==> config.mk <==
export PLATFORM = sky130hd
export DESIGN_NAME = led_blink_seq
export DESIGN_NICKNAME = d
export VERILOG_FILES = /design/src/rtl/led_pkg.sv /design/src/rtl/led_tick_gen.sv /design/src/rtl/led_blink_seq.sv
export SDC_FILE = /design/constraint.sdc
export NUM_CORES = 1
export LEC_CHECK = 0
export ABC_AREA = 1
export ABC_CLOCK_PERIOD_IN_PS = 2440
export BUFFER_PORTS_ARGS = -buffer_cell sky130_fd_sc_hd__buf_2
export CAP_MARGIN = 20
export CORE_AREA = 2 2 136 138
export CTS_BUF_LIST = sky130_fd_sc_hd__clkbuf_16
export DETAILED_ROUTE_END_ITERATION = 8
export DIE_AREA = 0 0 138 140
export GPL_ROUTABILITY_DRIVEN = 0
export RECOVER_POWER = 25
export SETUP_SLACK_MARGIN = 0.1
export SYNTH_ARGS = -nofsm -noshare
export SYNTH_HDL_FRONTEND = slang
export SYNTH_SLANG_ARGS = --single-unit
==> constraint.sdc <==
create_clock -name clk -period 2.44 [get_ports clk]
set_clock_uncertainty 0.05 [all_clocks]
set_input_delay 0.122 -clock clk [delete_from_list [all_inputs] [get_ports clk]]
set_output_delay 0.122 -clock clk [all_outputs]
set_load 0.01 [all_outputs]
==> src/rtl/led_pkg.sv <==
// Shared types and helpers for the LED blink sequencer.
package led_pkg;

  localparam int LED_PER_W = 16;
  localparam int LED_CNT_W = 8;

  typedef enum logic [1:0] {
    LS_IDLE,
    LS_ON,
    LS_OFF,
    LS_DONE
  } led_state_e;

  // Command as seen on the control interface: ON length, OFF length, pair count.
  typedef struct packed {
    logic [LED_PER_W-1:0] on_ticks;
    logic [LED_PER_W-1:0] off_ticks;
    logic [LED_CNT_W-1:0] rep;
  } led_cmd_t;

  // Prescaler counter width; never narrower than one bit so CLK_DIV==1 still elaborates.
  function automatic int presc_width(input int div);
    return (div > 1) ? $clog2(div) : 1;
  endfunction

endpackage

==> src/rtl/led_tick_gen.sv <==
// Prescaler: one-cycle tick every CLK_DIV clocks, restartable by clr.
module led_tick_gen
  import led_pkg::*;
#(
  parameter int CLK_DIV = 50000
) (
  input  logic clk,
  input  logic rst_n,
  input  logic clr,
  output logic tick
);

  localparam int            W    = presc_width(CLK_DIV);
  localparam logic [W-1:0]  LAST = W'(CLK_DIV - 1);

  logic [W-1:0] cnt;

  // With CLK_DIV==1 LAST is 0, so the counter sits at 0 and tick stays high.
  assign tick = (cnt == LAST);

  // Count 0..CLK_DIV-1 and wrap; clr restarts the time base at a command accept.
  always_ff @(posedge clk or negedge rst_n) begin
    if (!rst_n) begin
      cnt <= '0;
    end else if (clr || tick) begin
      cnt <= '0;
    end else begin
      cnt <= cnt + W'(1);
    end
  end

endmodule

==> src/rtl/led_blink_seq.sv <==
// Command-driven LED blink sequencer: timed ON/OFF pairs, repeat count, abort, done pulse.
module led_blink_seq
  import led_pkg::*;
#(
  parameter int CLK_DIV = 50000,
  parameter int PER_W   = LED_PER_W,
  parameter int CNT_W   = LED_CNT_W
) (
  input  logic             clk,
  input  logic             rst_n,
  input  logic             cmd_valid,
  output logic             cmd_ready,
  input  logic [PER_W-1:0] cmd_on_ticks,
  input  logic [PER_W-1:0] cmd_off_ticks,
  input  logic [CNT_W-1:0] cmd_repeat,
  input  logic             abort,
  output logic             led,
  output logic             busy,
  output logic             done
);

  led_state_e       state_q, state_d;
  logic [PER_W-1:0] on_q, off_q;
  logic [CNT_W-1:0] rep_q;
  logic [PER_W-1:0] phase_cnt;
  logic [CNT_W-1:0] rep_cnt, rep_inc;
  logic             accept, tick, phase_end, pair_end;

  // Last tick of a phase; zero-length phases never match.
  function automatic logic last_tick(input logic [PER_W-1:0] cnt,
                                     input logic [PER_W-1:0] len);
    return (len != '0) && (cnt == len - PER_W'(1));
  endfunction

  assign cmd_ready = (state_q == LS_IDLE);
  assign accept    = cmd_valid && cmd_ready;
  assign rep_inc   = rep_cnt + CNT_W'(1);

  assign led  = (state_q == LS_ON);
  assign busy = (state_q == LS_ON) || (state_q == LS_OFF);
  assign done = (state_q == LS_DONE);

  led_tick_gen #(
    .CLK_DIV (CLK_DIV)
  ) u_tick (
    .clk   (clk),
    .rst_n (rst_n),
    .clr   (accept),
    .tick  (tick)
  );

  // Next-state decode; abort wins over any phase end in the same cycle.
  always_comb begin
    state_d   = state_q;
    phase_end = 1'b0;
    pair_end  = 1'b0;
    unique case (state_q)
      LS_IDLE: begin
        if (cmd_valid) begin
          if (cmd_on_ticks != '0)       state_d = LS_ON;
          else if (cmd_off_ticks != '0) state_d = LS_OFF;
          else                          state_d = LS_DONE;
        end
      end
      LS_ON: begin
        if (abort) begin
          state_d = LS_IDLE;
        end else if (tick && last_tick(phase_cnt, on_q)) begin
          phase_end = 1'b1;
          if (off_q != '0) state_d  = LS_OFF;
          else             pair_end = 1'b1;
        end
      end
      LS_OFF: begin
        if (abort) begin
          state_d = LS_IDLE;
        end else if (tick && last_tick(phase_cnt, off_q)) begin
          phase_end = 1'b1;
          pair_end  = 1'b1;
        end
      end
      LS_DONE: state_d = LS_IDLE;
      default: state_d = LS_IDLE;
    endcase
    // A repeat of 0 never matches, so the sequence runs until abort or reset.
    if (pair_end) begin
      if ((rep_q != '0) && (rep_inc == rep_q)) state_d = LS_DONE;
      else if (on_q != '0)                     state_d = LS_ON;
      else                                     state_d = LS_OFF;
    end
  end

  // State register.
  always_ff @(posedge clk or negedge rst_n) begin
    if (!rst_n) state_q <= LS_IDLE;
    else        state_q <= state_d;
  end

  // Command fields, captured on the accepting edge only.
  always_ff @(posedge clk) begin
    if (accept) begin
      on_q  <= cmd_on_ticks;
      off_q <= cmd_off_ticks;
      rep_q <= cmd_repeat;
    end
  end

  // Phase counter: ticks within the current phase, restarted at every phase boundary.
  always_ff @(posedge clk or negedge rst_n) begin
    if (!rst_n) begin
      phase_cnt <= '0;
    end else if (accept || phase_end || abort) begin
      phase_cnt <= '0;
    end else if (tick && busy) begin
      phase_cnt <= phase_cnt + PER_W'(1);
    end
  end

  // Completed ON/OFF pairs; wraps freely when repeat is 0.
  always_ff @(posedge clk or negedge rst_n) begin
    if (!rst_n) begin
      rep_cnt <= '0;
    end else if (accept) begin
      rep_cnt <= '0;
    end else if (pair_end) begin
      rep_cnt <= rep_inc;
    end
  end

endmodule

# [After elaboration in Yosys (flattened, before gate mapping)]
# Index checks and enable logic that the tools add are counted.
[word_totals] input_bits=44 word_cells=68 reg_bits=82
[classes] n_reduce_logical=20 n_mux=25 addsub=5 eq_ne=11
[ops] op="16-bit nonzero test" n=4
[ops] op="16-bit 2-to-1 mux" n=3
[ops] op="16-bit by 1-bit adder with 16-bit output (second input constant)" n=2
[ops] op="16-bit == test" n=2
[ops] op="16-bit by 1-bit subtractor with 16-bit output (second input constant)" n=2
[ops] op="2-bit 2-to-1 mux" n=9
[ops] op="16-bit == test (second input constant)" n=1
[ops] op="8-bit 2-to-1 mux" n=2
[ops] op="8-bit by 1-bit adder with 8-bit output (second input constant)" n=1
[ops] op="8-bit == test" n=1
[ops] op="1-bit 2-to-1 mux" n=8
[ops] op="4-bit by 2-bit inequality test with 1-bit output (second input constant)" n=2
[ops] op="2-bit case mux with 4 select lines" n=1
[ops] op="8-bit nonzero test" n=1
[ops] op="1-bit logical AND" n=7
[ops] op="2-bit == test (second input constant)" n=2
[ops] op="1-bit logical OR" n=4
[ops] op="1-bit case mux with 2 select lines" n=2
[ops] op="4-bit AND reduction" n=1
[ops] op="2-bit nonzero test" n=2
[ops] op="3-bit by 2-bit inequality test with 1-bit output (second input constant)" n=1
[ops] op="3-bit inequality test (second input constant)" n=1
[ops] op="2-bit by 1-bit == test with 1-bit output (second input constant)" n=1
[ops] op="2-bit logical NOT" n=1

# [Logic depth before layout (Yosys ltp)]
# Gate-level depths: netlist of the first run.
[logic_depth] depth_word=10 mapped_depth=19 depth_no_buf=19

# [By module]
# From an unflattened synthesis of the first run, not the netlist that was laid out.
[hier_totals] hier_cells=666 area_unflattened_um2=5260.0
[modules_own_cells] module="led_blink_seq" n_inst=1 area_per_inst_um2=4302.9 cells_each=544
[modules_own_cells] module="led_tick_gen" n_inst=1 area_per_inst_um2=957.2 cells_each=122

# [Worst setup path before layout of the first run]
# Ideal clock, no wire load.
[synth_timing] path_kind="register to register" from="register state_q[0]" to="register off_q[0] (enable)" path_buffers=1 synth_period_minus_slack_ns=2.728 arrival_ns=2.072 path_slack_ns=-0.288 setup_ns=0.606 stages_incl_launch_ff=6 path_cell_list="dfrtp_1 > inv_1 > ha_1 > nand2_1 > clkbuf_1 > clkinv_1"
[synth_via] elab_chain_len=2
[synth_lines] element="start, declared" line_no="led_blink_seq.sv:22" source="led_state_e state_q, state_d;"
[synth_lines] element="start signal, assigned" line_no="led_blink_seq.sv:96" source="else state_q <= state_d;"
[synth_lines] element="2-bit logical NOT" line_no="led_blink_seq.sv:35" source="assign cmd_ready = (state_q == LS_IDLE);"
[synth_lines] element="net cmd_ready" line_no="led_blink_seq.sv:12" source="output logic cmd_ready,"
[synth_lines] element="1-bit logical AND" line_no="led_blink_seq.sv:36" source="assign accept = cmd_valid && cmd_ready;"
[synth_lines] element="net accept" line_no="led_blink_seq.sv:27" source="logic accept, tick, phase_end, pair_end;"
[synth_lines] element="end signal, assigned" line_no="led_blink_seq.sv:103" source="off_q <= cmd_off_ticks;"
[synth_lines] element="end, declared" line_no="led_blink_seq.sv:23" source="logic [PER_W-1:0] on_q, off_q;"
# The timed path passes the listed nets, and every way through them passes these cells.
# A chain may end at the register's enable or synchronous reset.

# [Worst setup path after layout of the first run]
[layout_timing] from="register on_q[0]" to="register phase_cnt[3]"
[layout_via] elab_chain_len=10
[layout_lines] element="start, declared" line_no="led_blink_seq.sv:23"
[layout_lines] element="start signal, assigned" line_no="led_blink_seq.sv:102" source="on_q <= cmd_on_ticks;"
[layout_lines] element="16-bit by 1-bit subtractor with 16-bit output" line_no="led_blink_seq.sv:32" source="return (len != '0) && (cnt == len - PER_W'(1));"
[layout_lines] element="16-bit == test" line_no="led_blink_seq.sv:32"
[layout_lines] element="1-bit logical AND *" line_no="led_blink_seq.sv:32"
[layout_lines] element="1-bit logical AND *" line_no="led_blink_seq.sv:68" source="end else if (tick && last_tick(phase_cnt, on_q)) begin"
[layout_lines] element="1-bit 2-to-1 mux *" line_no="led_blink_seq.sv:68"
[layout_lines] element="1-bit 2-to-1 mux *" line_no="led_blink_seq.sv:66" source="if (abort) begin"
[layout_lines] element="1-bit case mux with 2 select lines *" line_no="led_blink_seq.sv:57" source="unique case (state_q)"
[layout_lines] element="1-bit logical OR * (2 in a row)" line_no="led_blink_seq.sv:112" source="end else if (accept || phase_end || abort) begin"
[layout_lines] element="16-bit 2-to-1 mux / 2-bit nonzero test (equally long branches)"
[layout_lines] element="end signal, assigned" line_no="led_blink_seq.sv:115" source="phase_cnt <= phase_cnt + PER_W'(1);"
[layout_lines] element="end, declared" line_no="led_blink_seq.sv:25" source="logic [PER_W-1:0] phase_cnt;"
# Mark *: on every way between the ends. The rest lies on a longest branch, timed or not.

==> flow_metrics.tcl, run 1 <==
set metrics [dict create \
    run_status "finished clean" \
    place_hpwl_mm 9.65 \
    n_antenna_cell 0 \
    yosys_reg_bits 82 \
    fmax_ghz 0.438 \
    tightestPinTransition_ps 1070 \
    grt_pass1_wl_mm 21.0 \
    syn-mean-instance-area_sq_um 7.68 \
    timing_worst_setup_path_type "reg2reg" \
    grt_start_max_net_pins 43 \
    avgRoutedWirePerCell_um 12.6 \
    tritoncts "done" \
    placed_area_sq_mm 0.00588 \
    io-pin-count 48 \
    timing.critical_path.slowest_stage_cell "sky130_fd_sc_hd__edfxtp_1" \
    synth_largest_area_cell "sky130_fd_sc_hd__edfxtp_1" \
    postSynthCellCount 684 \
    synth.net_count 738 \
    cts_root_buffer "sky130_fd_sc_hd__clkbuf_16" \
    number_of_h_tree_levels 3 \
    busiest_layer "met2" \
    startpoint_type "flop" \
    hold_slack_final_ps 194 \
    first_pass_iters 4 \
    timing.hold.worst.class "in2reg" \
    final_max_slew_viol_count 0 \
    post-synth-top-area-fraction_pct 22.9 \
    unrepaired_setup_endpoints_after_global_routing "true" \
    grt_remaining_overflow 0 \
    syn-cell-area_sq_mm 0.00526 \
    period_minus_slack_ps 2280 \
    worst-r2r-cell-count 14 \
    drt_iter0_markers 272 \
    critical_path.max_stage_delay_ps 410 \
    antenna_left 0 \
    global_route.usage.total_pct 13.6 \
    dieArea_sq_mm 0.0193 \
    design.core.area_sq_mm 0.0178 \
    dpl_ws_ps 102 \
    power.ir.vdd_worst_v 0.000377 \
    post-route-drc-count 0 \
    setup-violations-final 0 \
    grtUsageMet3_pct 2.80 \
    yosys_warnings 0 \
    critical_path_required_ps 2640 \
    cp_cell_sequence "inv_2 -> ha_4 -> nand2_8 -> buf_4 -> nor2_2 -> xor2_1 -> nand4_1 -> nor2_1 -> nand2_1 -> nand2_2 -> nand2_2 -> nand3_4 -> clkbuf_16 -> nor2_1" \
    p_per_area_mw_per_mm2 738 \
    cts.sink_count 82 \
    finalWorstSetupSlack_ps 155 \
    cp_max_fo 8 \
    drive_above_1_share_pct 14.6 \
    placed_cells 970 \
    worstHoldPathCells 5 \
    ys_types 36 \
    synthesis_to_finish_area_growth_pct 29.5 \
    die_h_um 140 \
    instances_no_fill 1037 \
    worst_skew_pair.late_latency_ps 360 \
    die_w_um 138 \
    cts_buffer_depth 2 \
    stdcell_area_sq_mm 0.00681 \
    register_clock_pin_slew_on_the_reported_worst_setup_and_hold_paths_ps 70 \
    place.port_buffers 47 \
    final_nets 857 \
    detail_route.vias_per_cell 4.51 \
    power_mw 5.02 \
    timing.critical_path.to_type "flop" \
    routed-via-count 4675 \
    synth.yosys.seq_area_share_pct 42.8 \
    cap_viol_max_count 0 \
    timing.final.crit_share_pct 93.6 \
    drt_wl_total_mm 13.0 \
    initial_core_utilization_pct 29.6 \
    globalRouteMet2Util_pct 24.7 \
    finalHoldViolCount 0 \
    grt_pass1_vias 4479 \
    post_synth_main_area_contributors "sky130_fd_sc_hd__edfxtp_1, sky130_fd_sc_hd__dfrtp_1, sky130_fd_sc_hd__nand2_1" \
    tritoncts.num_buffers 9 \
    static_leak_nw 2.93 \
    worst_slew_margin_rel_pct 28.5 \
    use_met1_pct 15.4 \
    std_cell_rows 49 \
    cp.arrival_ps 2480 \
    initial_antenna_violation_count 0 \
]
layout by cell type, fill, tap and decap left out, types with 11 or more instances in the layout:
master | netlist | routed
sky130_fd_sc_hd__buf_2 | 2 | 25
sky130_fd_sc_hd__buf_4 | 0 | 24
sky130_fd_sc_hd__clkbuf_1 | 2 | 22
sky130_fd_sc_hd__dfrtp_1 | 42 | 42
sky130_fd_sc_hd__dlygate4sd3_1 | 0 | 41
sky130_fd_sc_hd__edfxtp_1 | 40 | 40
sky130_fd_sc_hd__inv_1 | 72 | 70
sky130_fd_sc_hd__nand2_1 | 188 | 180
sky130_fd_sc_hd__nand2_2 | 4 | 11
sky130_fd_sc_hd__nand3_1 | 51 | 47
sky130_fd_sc_hd__nand4_1 | 12 | 12
sky130_fd_sc_hd__nor2_1 | 115 | 108
sky130_fd_sc_hd__nor2_2 | 8 | 12
sky130_fd_sc_hd__nor3_1 | 12 | 12
sky130_fd_sc_hd__nor4_1 | 11 | 11
sky130_fd_sc_hd__xnor2_1 | 17 | 17
sky130_fd_sc_hd__xor2_1 | 42 | 42
synthesized netlist by cell type:
master                     instances
sky130_fd_sc_hd__a21oi_1           6
sky130_fd_sc_hd__and2_1            3
sky130_fd_sc_hd__buf_2             2
sky130_fd_sc_hd__buf_6             2
sky130_fd_sc_hd__clkbuf_1          2
sky130_fd_sc_hd__clkbuf_2          3
sky130_fd_sc_hd__clkinv_1          1
sky130_fd_sc_hd__dfrtp_1          42
sky130_fd_sc_hd__edfxtp_1         40
sky130_fd_sc_hd__ha_1             10
sky130_fd_sc_hd__inv_1            72
sky130_fd_sc_hd__inv_2             2
sky130_fd_sc_hd__mux2i_1           1
sky130_fd_sc_hd__nand2_1         188
sky130_fd_sc_hd__nand2_2           4
sky130_fd_sc_hd__nand2b_1          1
sky130_fd_sc_hd__nand3_1          51
sky130_fd_sc_hd__nand3_2           3
sky130_fd_sc_hd__nand3b_1         10
sky130_fd_sc_hd__nand4_1          12
sky130_fd_sc_hd__nor2_1          115
sky130_fd_sc_hd__nor2_2            8
sky130_fd_sc_hd__nor2_4            2
sky130_fd_sc_hd__nor3_1           12
sky130_fd_sc_hd__nor3b_1           6
sky130_fd_sc_hd__nor4_1           11
sky130_fd_sc_hd__nor4_4            1
sky130_fd_sc_hd__o21a_1            1
sky130_fd_sc_hd__o21ai_0           2
sky130_fd_sc_hd__o21ai_1           2
sky130_fd_sc_hd__o21bai_1          4
sky130_fd_sc_hd__or2_0             1
sky130_fd_sc_hd__or2_1             2
sky130_fd_sc_hd__or2_2             3
sky130_fd_sc_hd__xnor2_1          17
sky130_fd_sc_hd__xor2_1           42
path summary, 6_finish.rpt:
path | from | endpoint | slack, ps
max | on_q[0]$_DFFE_PP_ | phase_cnt[3]$_DFFE_PN0P_ | 160
min | abort | phase_cnt[9]$_DFFE_PN0P_ | 190
max reg2reg | on_q[0]$_DFFE_PP_ | phase_cnt[3]$_DFFE_PN0P_ | 160
min reg2reg | u_tick.cnt[0]$_DFF_PN0_ | u_tick.cnt[0]$_DFF_PN0_ | 420
max in group asynchronous | rst_n | u_tick.cnt[13]$_DFF_PN0_ | 1150
min in group asynchronous | rst_n | phase_cnt[11]$_DFFE_PN0P_ | 530
layout make-up:
type,instances,area (sq um)
clock buffer,9,225
sequential,82,2250
multi-input combinational,518,2790
clock inverter,7,92.6
inverter,75,283
fill,1824,11000
timing repair buffer,117,880
tap,229,287
what timing repair did:
item / CTS / global route
pin swaps: 0 / 11
setup endpoints to repair: 8 / 28
endpoints found under the hold margin: 82 / 0
gates cloned: 0 / 1
gates resized for setup: 2 / 34
buffers inserted: 0 / 9
hold buffers: 41 / 0
critical path, delay by kind of cell, from the launching register on:
kind,cells,cell delay (ps)
xor+xnor,1,170
flops,1,410
fa+ha+maj,1,180
buf+inv,3,430
simple gates,9,930
cells by family (layout without fill, tap and decap cells):
| logic type | count (synthesis) | in the layout | share of synthesized area [%] |
|---|---|---|---|
| buf+inv | 84 | 208 | 6.40 |
| fa+ha+maj | 10 | 10 | 2.38 |
| simple gates | 433 | 433 | 36.7 |
| mux | 1 | 1 | 0.190 |
| flops | 82 | 82 | 42.8 |
| xor+xnor | 59 | 59 | 9.83 |
| compound gates | 15 | 15 | 1.67 |
routing by layer:
| layer | vias up | share of wire, % |
|---|---|---|
| li1 | 2427 | - |
| met1 | 2137 | 41 |
| met2 | 80 | 52 |
| met3 | 31 | 3.8 |
| met4 | 0 | 3.3 |
| met5 | - | 0 |
sequential cells by signal, indices dropped and copies added (netlist names):
signal / flops
off_q: 16
on_q: 16
phase_cnt: 16
u_tick.cnt: 16
rep_cnt: 8
rep_q: 8
state_q: 2
stage by stage:
stage / TNS, ps / utilization, %
2_1_floorplan: 0 / -
3_3_place_gp: 0 / 33.1
3_5_place_dp: 0 / 33.1
4_1_cts: 0 / 37.2
5_1_grt: -788 / 38.3
6_report: 0 / 38.3
power by group:
| group | switching (mW) | total, mW | internal (mW) |
|---|---|---|---|
| clock | 0.648 | 1.47 | 0.824 |
| sequential | 0.216 | 1.96 | 1.74 |
| combinational | 0.950 | 1.59 | 0.645 |
Power figures use the tool's default switching activity.
==> run 2, diff against run 1 <==
Settings changed: PLACE_DENSITY_LB_ADDON set to 0.3, SKIP_CTS_REPAIR_TIMING set to 1.
==> run 2 against run 1 <==
Net effect:
- power down 0.64%
- worst hold slack worse by 34 ps
- first-iteration DRC count down 21%
- critical path depth up 1
- sequential cell count unchanged
==> flow_metrics.tcl, run 2 (synthesis gave the netlist of run 1 again) <==
set metrics [dict create \
    run_status "finished clean" \
    cap_viol_max_count 0 \
    worst_skew_pair.late_latency_ps 360 \
    tritoncts.num_buffers 9 \
    hold_slack_final_ps 161 \
    setup_tns_final_ps 0 \
    power_mw 4.99 \
    p_per_area_mw_per_mm2 729 \
    global_route.usage.total_pct 13.8 \
    timing_worst_setup_path_type "reg2reg" \
    worst-r2r-cell-count 15 \
    worst_slew_margin_rel_pct 36.4 \
    drt_wl_total_mm 13.4 \
    grt_start_max_net_pins 33 \
    final_common_cell "sky130_fd_sc_hd__nand2_1" \
    design.core.area_sq_mm 0.0178 \
    timing.hold.worst.class "in2reg" \
    dieArea_sq_mm 0.0193 \
    final_util_pct 38.5 \
    tritoncts "done" \
    placed_cells 975 \
    synthesis_to_finish_area_growth_pct 30.2 \
    tightestPinTransition_ps 954 \
    final_nets 866 \
    critical_path_required_ps 2640 \
    drive_above_1_share_pct 15.5 \
    fmax_ghz 0.435 \
    number_of_h_tree_levels 3 \
    cts_buffer_depth 2 \
    io-pin-count 48 \
    timing.critical_path.to_type "flop" \
    place_hpwl_mm 10.1 \
    grt_pass1_wl_mm 21.3 \
    layout.filler_cells 1864 \
    place.port_buffers 47 \
    worstReg2RegStart "on_q[2]$_DFFE_PP_" \
    avgRoutedWirePerCell_um 12.8 \
    std_cell_rows 49 \
    initial_core_utilization_pct 29.6 \
    period_minus_slack_ps 2300 \
    cp-startpoint "on_q[2]$_DFFE_PP_" \
    cp.arrival_ps 2490 \
    antenna_left 0 \
    grt_remaining_overflow 0 \
    reg2reg_slack_ps 140 \
    cts.sink_count 82 \
    worstHoldPathCells 5 \
    initial_antenna_violation_count 0 \
    instances_no_fill 1046 \
    dpl_ws_ps 123 \
    most-common-layout-cells "sky130_fd_sc_hd__nand2_1, sky130_fd_sc_hd__nor2_1, sky130_fd_sc_hd__inv_1, sky130_fd_sc_hd__nand3_1" \
    unrepaired_setup_endpoints_after_global_routing "true" \
    die_w_um 138 \
    timing.hold.worst_endpoint "phase_cnt[6]$_DFFE_PN0P_" \
    post-route-drc-count 0 \
    n_antenna_cell 0 \
    power.ir.vdd_worst_v 0.000348 \
    stdcell_area_sq_mm 0.00684 \
    finalWorstSetupSlack_ps 141 \
    placed_area_sq_mm 0.00592 \
    static_leak_nw 2.98 \
    routed-via-count 4603 \
    grt_pass1_vias 4332 \
    final_max_slew_viol_count 0 \
    cp_max_fo 7 \
    detail_route.vias_per_cell 4.40 \
    startpoint_type "flop" \
    worstHoldStart "abort" \
    finalHoldViolCount 0 \
    first_pass_iters 4 \
    die_h_um 140 \
    r2r-end "rep_cnt[4]$_DFFE_PN0P_" \
    register_clock_pin_slew_on_the_reported_worst_setup_and_hold_paths_ps 70 \
    timing.final.crit_share_pct 94.2 \
    drt_iter0_markers 216 \
    setup-violations-final 0 \
    cts_root_buffer "sky130_fd_sc_hd__clkbuf_16" \
]
## run 2: worst max path at each step
stage	endpoint	slack (ps)	cells past startpoint
final	rep_cnt[4]$_DFFE_PN0P_	140	15
after global routing	rep_cnt[0]$_DFFE_PN0P_	-40	16
after CTS	rep_cnt[2]$_DFFE_PN0P_	100	15
after detailed placement	rep_cnt[0]$_DFFE_PN0P_	120	15
after global placement	rep_cnt[3]$_DFFE_PN0P_	140	13
after floorplan	off_q[0]$_DFFE_PP_	290	5
## run 2: area by class of cell
cell class	instances	area (sq um)	area share [%]
Clock inverter	7	83.8	1.23
Inverter	75	283	4.13
Multi-Input combinational cell	518	2770	40.5
Sequential cell	82	2250	32.9
Tap cell	229	287	4.19
Clock buffer	9	225	3.29
Timing Repair Buffer	126	940	13.7
## run 2: metal layers
layer / global-route usage [%] / up-vias / wire length [um]
li1: - / 2442 / -
met3: 2.74 / 16 / 368
met5: 0 / - / 0
met2: 24.1 / 46 / 6860
met1: 17.1 / 2099 / 5960
met4: 4.46 / 0 / 203
## run 2: power breakdown
part           internal, mW  total [mW]  leakage, nW  switching, mW
sequential             1.74        1.96        0.952          0.216
combinational         0.653        1.59         1.87          0.938
clock                 0.813        1.44        0.149          0.629
## run 2: worst max-delay path, cell delays in order, from the launching register on
cell and delay, ps:
sky130_fd_sc_hd__edfxtp_1 490, sky130_fd_sc_hd__nor2_2 200, sky130_fd_sc_hd__nand2_2 100, sky130_fd_sc_hd__nor2_4 180, sky130_fd_sc_hd__nand3b_1 110, sky130_fd_sc_hd__nand2_2 80
sky130_fd_sc_hd__nand2_1 60, sky130_fd_sc_hd__nor2_1 100, sky130_fd_sc_hd__nand3_1 110, sky130_fd_sc_hd__nor2_1 140, sky130_fd_sc_hd__nand2_1 70, sky130_fd_sc_hd__nand2_2 120
sky130_fd_sc_hd__nand3_4 110, sky130_fd_sc_hd__buf_6 160, sky130_fd_sc_hd__nand3_1 60, sky130_fd_sc_hd__nand2_1 50
==> run 3, diff against run 2 <==
Settings changed: ABC_AREA 1 to 0, CORE_AREA 2 2 136 138 to 2 2 131 133, DIE_AREA 0 0 138 140 to 0 0 133 135.
==> run 3 against run 2 <==
Net effect:
- the flow now finishes with violations (negative setup slack)
- via count is 7.8% lower
- power shrank 7.6%
- sequential share of layout area is 1.2 points lower
- non-clock buffer count up 67
- wire length down 3.1%
- die area down 7.1%
- setup slack lost 680 ps
- synthesized cell count is 30% lower
- synthesized area is 7.8% lower
- worst hold slack worse by 47 ps
- register-to-register slack got worse by 680 ps
- cell count down 15%
==> flow_metrics.tcl, run 3 <==
set metrics [dict create \
    first_pass_iters 4 \
    startpoint_type "flop" \
    ys_types 58 \
    grt_remaining_overflow 0 \
    instances_no_fill 884 \
    cp_max_fo 8 \
    cp.depth 13 \
    yosys_warnings 0 \
    p_per_area_mw_per_mm2 649 \
    yosys_reg_bits 82 \
    grt_pass1_vias 4175 \
    yosys.cell_count.top_type "sky130_fd_sc_hd__nor2_1" \
    timing.critical_path.slowest_stage_cell "sky130_fd_sc_hd__or4_4" \
    synth.net_count 531 \
    n_antenna_cell 0 \
    cts_root_buffer "sky130_fd_sc_hd__clkbuf_16" \
    dieArea_sq_mm 0.0180 \
    critical_path.max_stage_delay_ps 560 \
    static_leak_nw 2.86 \
    design.core.area_sq_mm 0.0164 \
    run_status "finished, violations left" \
    grt_start_max_net_pins 43 \
    initial_core_utilization_pct 29.6 \
    postSynthCellCount 477 \
    std_cell_rows 47 \
    most-common-layout-cells "sky130_fd_sc_hd__buf_4, sky130_fd_sc_hd__xnor2_1, sky130_fd_sc_hd__buf_2, sky130_fd_sc_hd__dfrtp_1, sky130_fd_sc_hd__dlygate4sd3_1" \
    worst_skew_pair.late_latency_ps 350 \
    tightestPinTransition_ps 985 \
    netlist_top_cells_count "sky130_fd_sc_hd__nor2_1, sky130_fd_sc_hd__xnor2_1, sky130_fd_sc_hd__dfrtp_1" \
    dpl_ws_ps -534 \
    critPathTopFamily "simple AND/OR/NAND/NOR gates" \
    unrepaired_setup_endpoints_after_global_routing "true" \
    place.port_buffers 47 \
    cp_cell_sequence "or4_4 -> buf_6 -> nor4_4 -> mux2i_1 -> mux2i_1 -> nor4_1 -> nand4_1 -> buf_6 -> buf_6 -> a21oi_2 -> or3_4 -> buf_12 -> nor2_4" \
    tritoncts.num_buffers 9 \
    timing.hold.worst.class "in2async" \
    post_synth_main_area_contributors "sky130_fd_sc_hd__edfxtp_1, sky130_fd_sc_hd__dfrtp_1, sky130_fd_sc_hd__xnor2_1" \
    cap_viol_max_count 0 \
    drt_iter0_markers 159 \
    syn-cell-area_sq_mm 0.00485 \
    place_hpwl_mm 9.45 \
    grt_pass1_wl_mm 20.0 \
    final_max_slew_viol_count 0 \
    drt_wl_total_mm 13.0 \
    die_w_um 133 \
    cpMostUsedCell "sky130_fd_sc_hd__buf_6" \
    timing.final.crit_share_pct 122 \
    placed_cells 817 \
    drive_above_1_share_pct 33.7 \
    finalHoldViolCount 0 \
    cts.sink_count 82 \
    layout.filler_cells 1558 \
    io-pin-count 48 \
    synth_largest_area_cell "sky130_fd_sc_hd__edfxtp_1" \
    seq_power_share_pct 39.0 \
    post-synth-top-area-fraction_pct 24.8 \
    number_of_h_tree_levels 3 \
    syn-mean-instance-area_sq_um 10.2 \
    worst-r2r-cell-count 13 \
    worstPathBufferInverterCount 4 \
    cp.arrival_ps 3160 \
    ys_async_sr_fraction_pct 51.2 \
    fmax_ghz 0.336 \
    setup-violations-final 26 \
    synthesis_to_finish_area_growth_pct 46.5 \
    p_sw_mw 1.46 \
    routed-via-count 4243 \
    post-route-drc-count 0 \
    critical_path_required_ps 2620 \
    worst_slew_margin_rel_pct 34.3 \
    die_h_um 135 \
    finalWorstSetupSlack_ps -540 \
    final_common_cell "sky130_fd_sc_hd__buf_4" \
    cts_buffer_depth 2 \
    final_nets 713 \
    timing.critical_path.to_type "flop" \
    final_util_pct 43.3 \
    tritoncts "done" \
    power.ir.vdd_worst_v 0.000412 \
    p_int_mw 3.16 \
    initial_antenna_violation_count 0 \
    combPwrFrac_pct 32.1 \
    sw_frac_of_total_pct 31.6 \
    period_minus_slack_ps 2980 \
    clock_power_share_pct 28.9 \
    ys_dominant_reg_cell "sky130_fd_sc_hd__dfrtp_1" \
    global_route.usage.total_pct 14.2 \
    register_clock_pin_slew_on_the_reported_worst_setup_and_hold_paths_ps 60 \
    avgRoutedWirePerCell_um 14.7 \
    detail_route.vias_per_cell 4.80 \
    antenna_left 0 \
    failing_checks "negative setup slack" \
    synth-edff-count 40 \
    synth.yosys.seq_area_share_pct 46.5 \
    timing_worst_setup_path_type "reg2reg" \
]
-- run 3: cell count changes in the layout (fill, tap and decap cells not counted), moves of 10 or more --
cell                       delta
sky130_fd_sc_hd__buf_2       +19
sky130_fd_sc_hd__buf_4       +63
sky130_fd_sc_hd__nor2_1      -68
sky130_fd_sc_hd__clkbuf_1    -17
sky130_fd_sc_hd__nand2_1    -158
sky130_fd_sc_hd__xnor2_1     +32
sky130_fd_sc_hd__inv_1       -58
sky130_fd_sc_hd__xor2_1      -10
sky130_fd_sc_hd__nand3_1     -30
sky130_fd_sc_hd__and3_1      +11
-- run 3: metal layers --
layer / global-route usage, % / vias up / part of all wire (%)
met1: 15.6 / 2075 / 42
met3: 3.15 / 21 / 3.0
met2: 26.2 / 59 / 53
met5: 0 / - / 0
li1: - / 2088 / -
met4: 6.27 / 0 / 2.4
-- run 3: stage by stage --
step	hold WS (ps)	cell area, sq um	power [mW]	TNS (ps)
2_1_floorplan	-224	4910	2.54	-8460
3_3_place_gp	248	6030	3.09	-11220
3_5_place_dp	250	6030	3.12	-11940
4_1_cts	-119	6330	4.48	-12580
5_1_grt	184	7100	4.88	-18420
6_report	114	7100	4.61	-12910
-- run 3: worst reg2reg max path: stages (launching register included) --
cell	delay, ps
sky130_fd_sc_hd__edfxtp_1	390
sky130_fd_sc_hd__or4_4	560
sky130_fd_sc_hd__buf_6	140
sky130_fd_sc_hd__nor4_4	280
sky130_fd_sc_hd__mux2i_1	260
sky130_fd_sc_hd__mux2i_1	100
sky130_fd_sc_hd__nor4_1	170
sky130_fd_sc_hd__nand4_1	150
sky130_fd_sc_hd__buf_6	160
sky130_fd_sc_hd__buf_6	110
sky130_fd_sc_hd__a21oi_2	120
sky130_fd_sc_hd__or3_4	160
sky130_fd_sc_hd__buf_12	170
sky130_fd_sc_hd__nor2_4	50
-- run 3: final timing paths --
| path | slack [ps] | start | endpoint |
|---|---|---|---|
| worst max-delay path | -540 | off_q[13]$_DFFE_PP_ | phase_cnt[3]$_DFFE_PN0P_ |
| worst min-delay path | 110 | rst_n | rep_cnt[0]$_DFFE_PN0P_ |
| worst max register to register | -540 | off_q[13]$_DFFE_PP_ | phase_cnt[3]$_DFFE_PN0P_ |
| worst min register to register | 480 | u_tick.cnt[0]$_DFF_PN0_ | u_tick.cnt[0]$_DFF_PN0_ |
| max in group asynchronous | 970 | rst_n | phase_cnt[9]$_DFFE_PN0P_ |
| min in group clk | 170 | cmd_valid | off_q[1]$_DFFE_PP_ |
-- run 3: final cells by class --
| type | instances | area (sq um) | share of cell area (%) |
|---|---|---|---|
| Clock buffer | 11 | 275 | 3.88 |
| Clock inverter | 5 | 20.0 | 0.282 |
| Multi-Input combinational cell | 359 | 2720 | 38.3 |
| Tap cell | 220 | 275 | 3.88 |
| Timing Repair Buffer | 193 | 1500 | 21.2 |
| Inverter | 14 | 52.6 | 0.740 |
| Sequential cell | 82 | 2250 | 31.7 |
-- run 3: cell families (layout without fill, tap and decap cells) --
| logic type | count (synthesis) | count (layout) | share of synthesized area, % |
|---|---|---|---|
| DFF | 82 | 82 | 46.5 |
| AOI/OAI and AO/OA | 51 | 51 | 7.59 |
| muxes | 8 | 8 | 1.70 |
| adders and majority gates | 10 | 10 | 2.58 |
| xor gates and xnor gates | 83 | 83 | 15.0 |
| and+or+nand+nor | 207 | 207 | 23.5 |
| buffers and inverters | 36 | 223 | 3.17 |
-- run 3: power by group through the flow --
stage / Clock (mW) / Combinational (mW) / Sequential, mW
global placement: 0 / 1.27 / 1.81
finish: 1.33 / 1.48 / 1.80
detailed placement: 0 / 1.30 / 1.82
floorplan: 0 / 0.686 / 1.85
CTS: 1.37 / 1.31 / 1.80
global route: 1.43 / 1.63 / 1.82
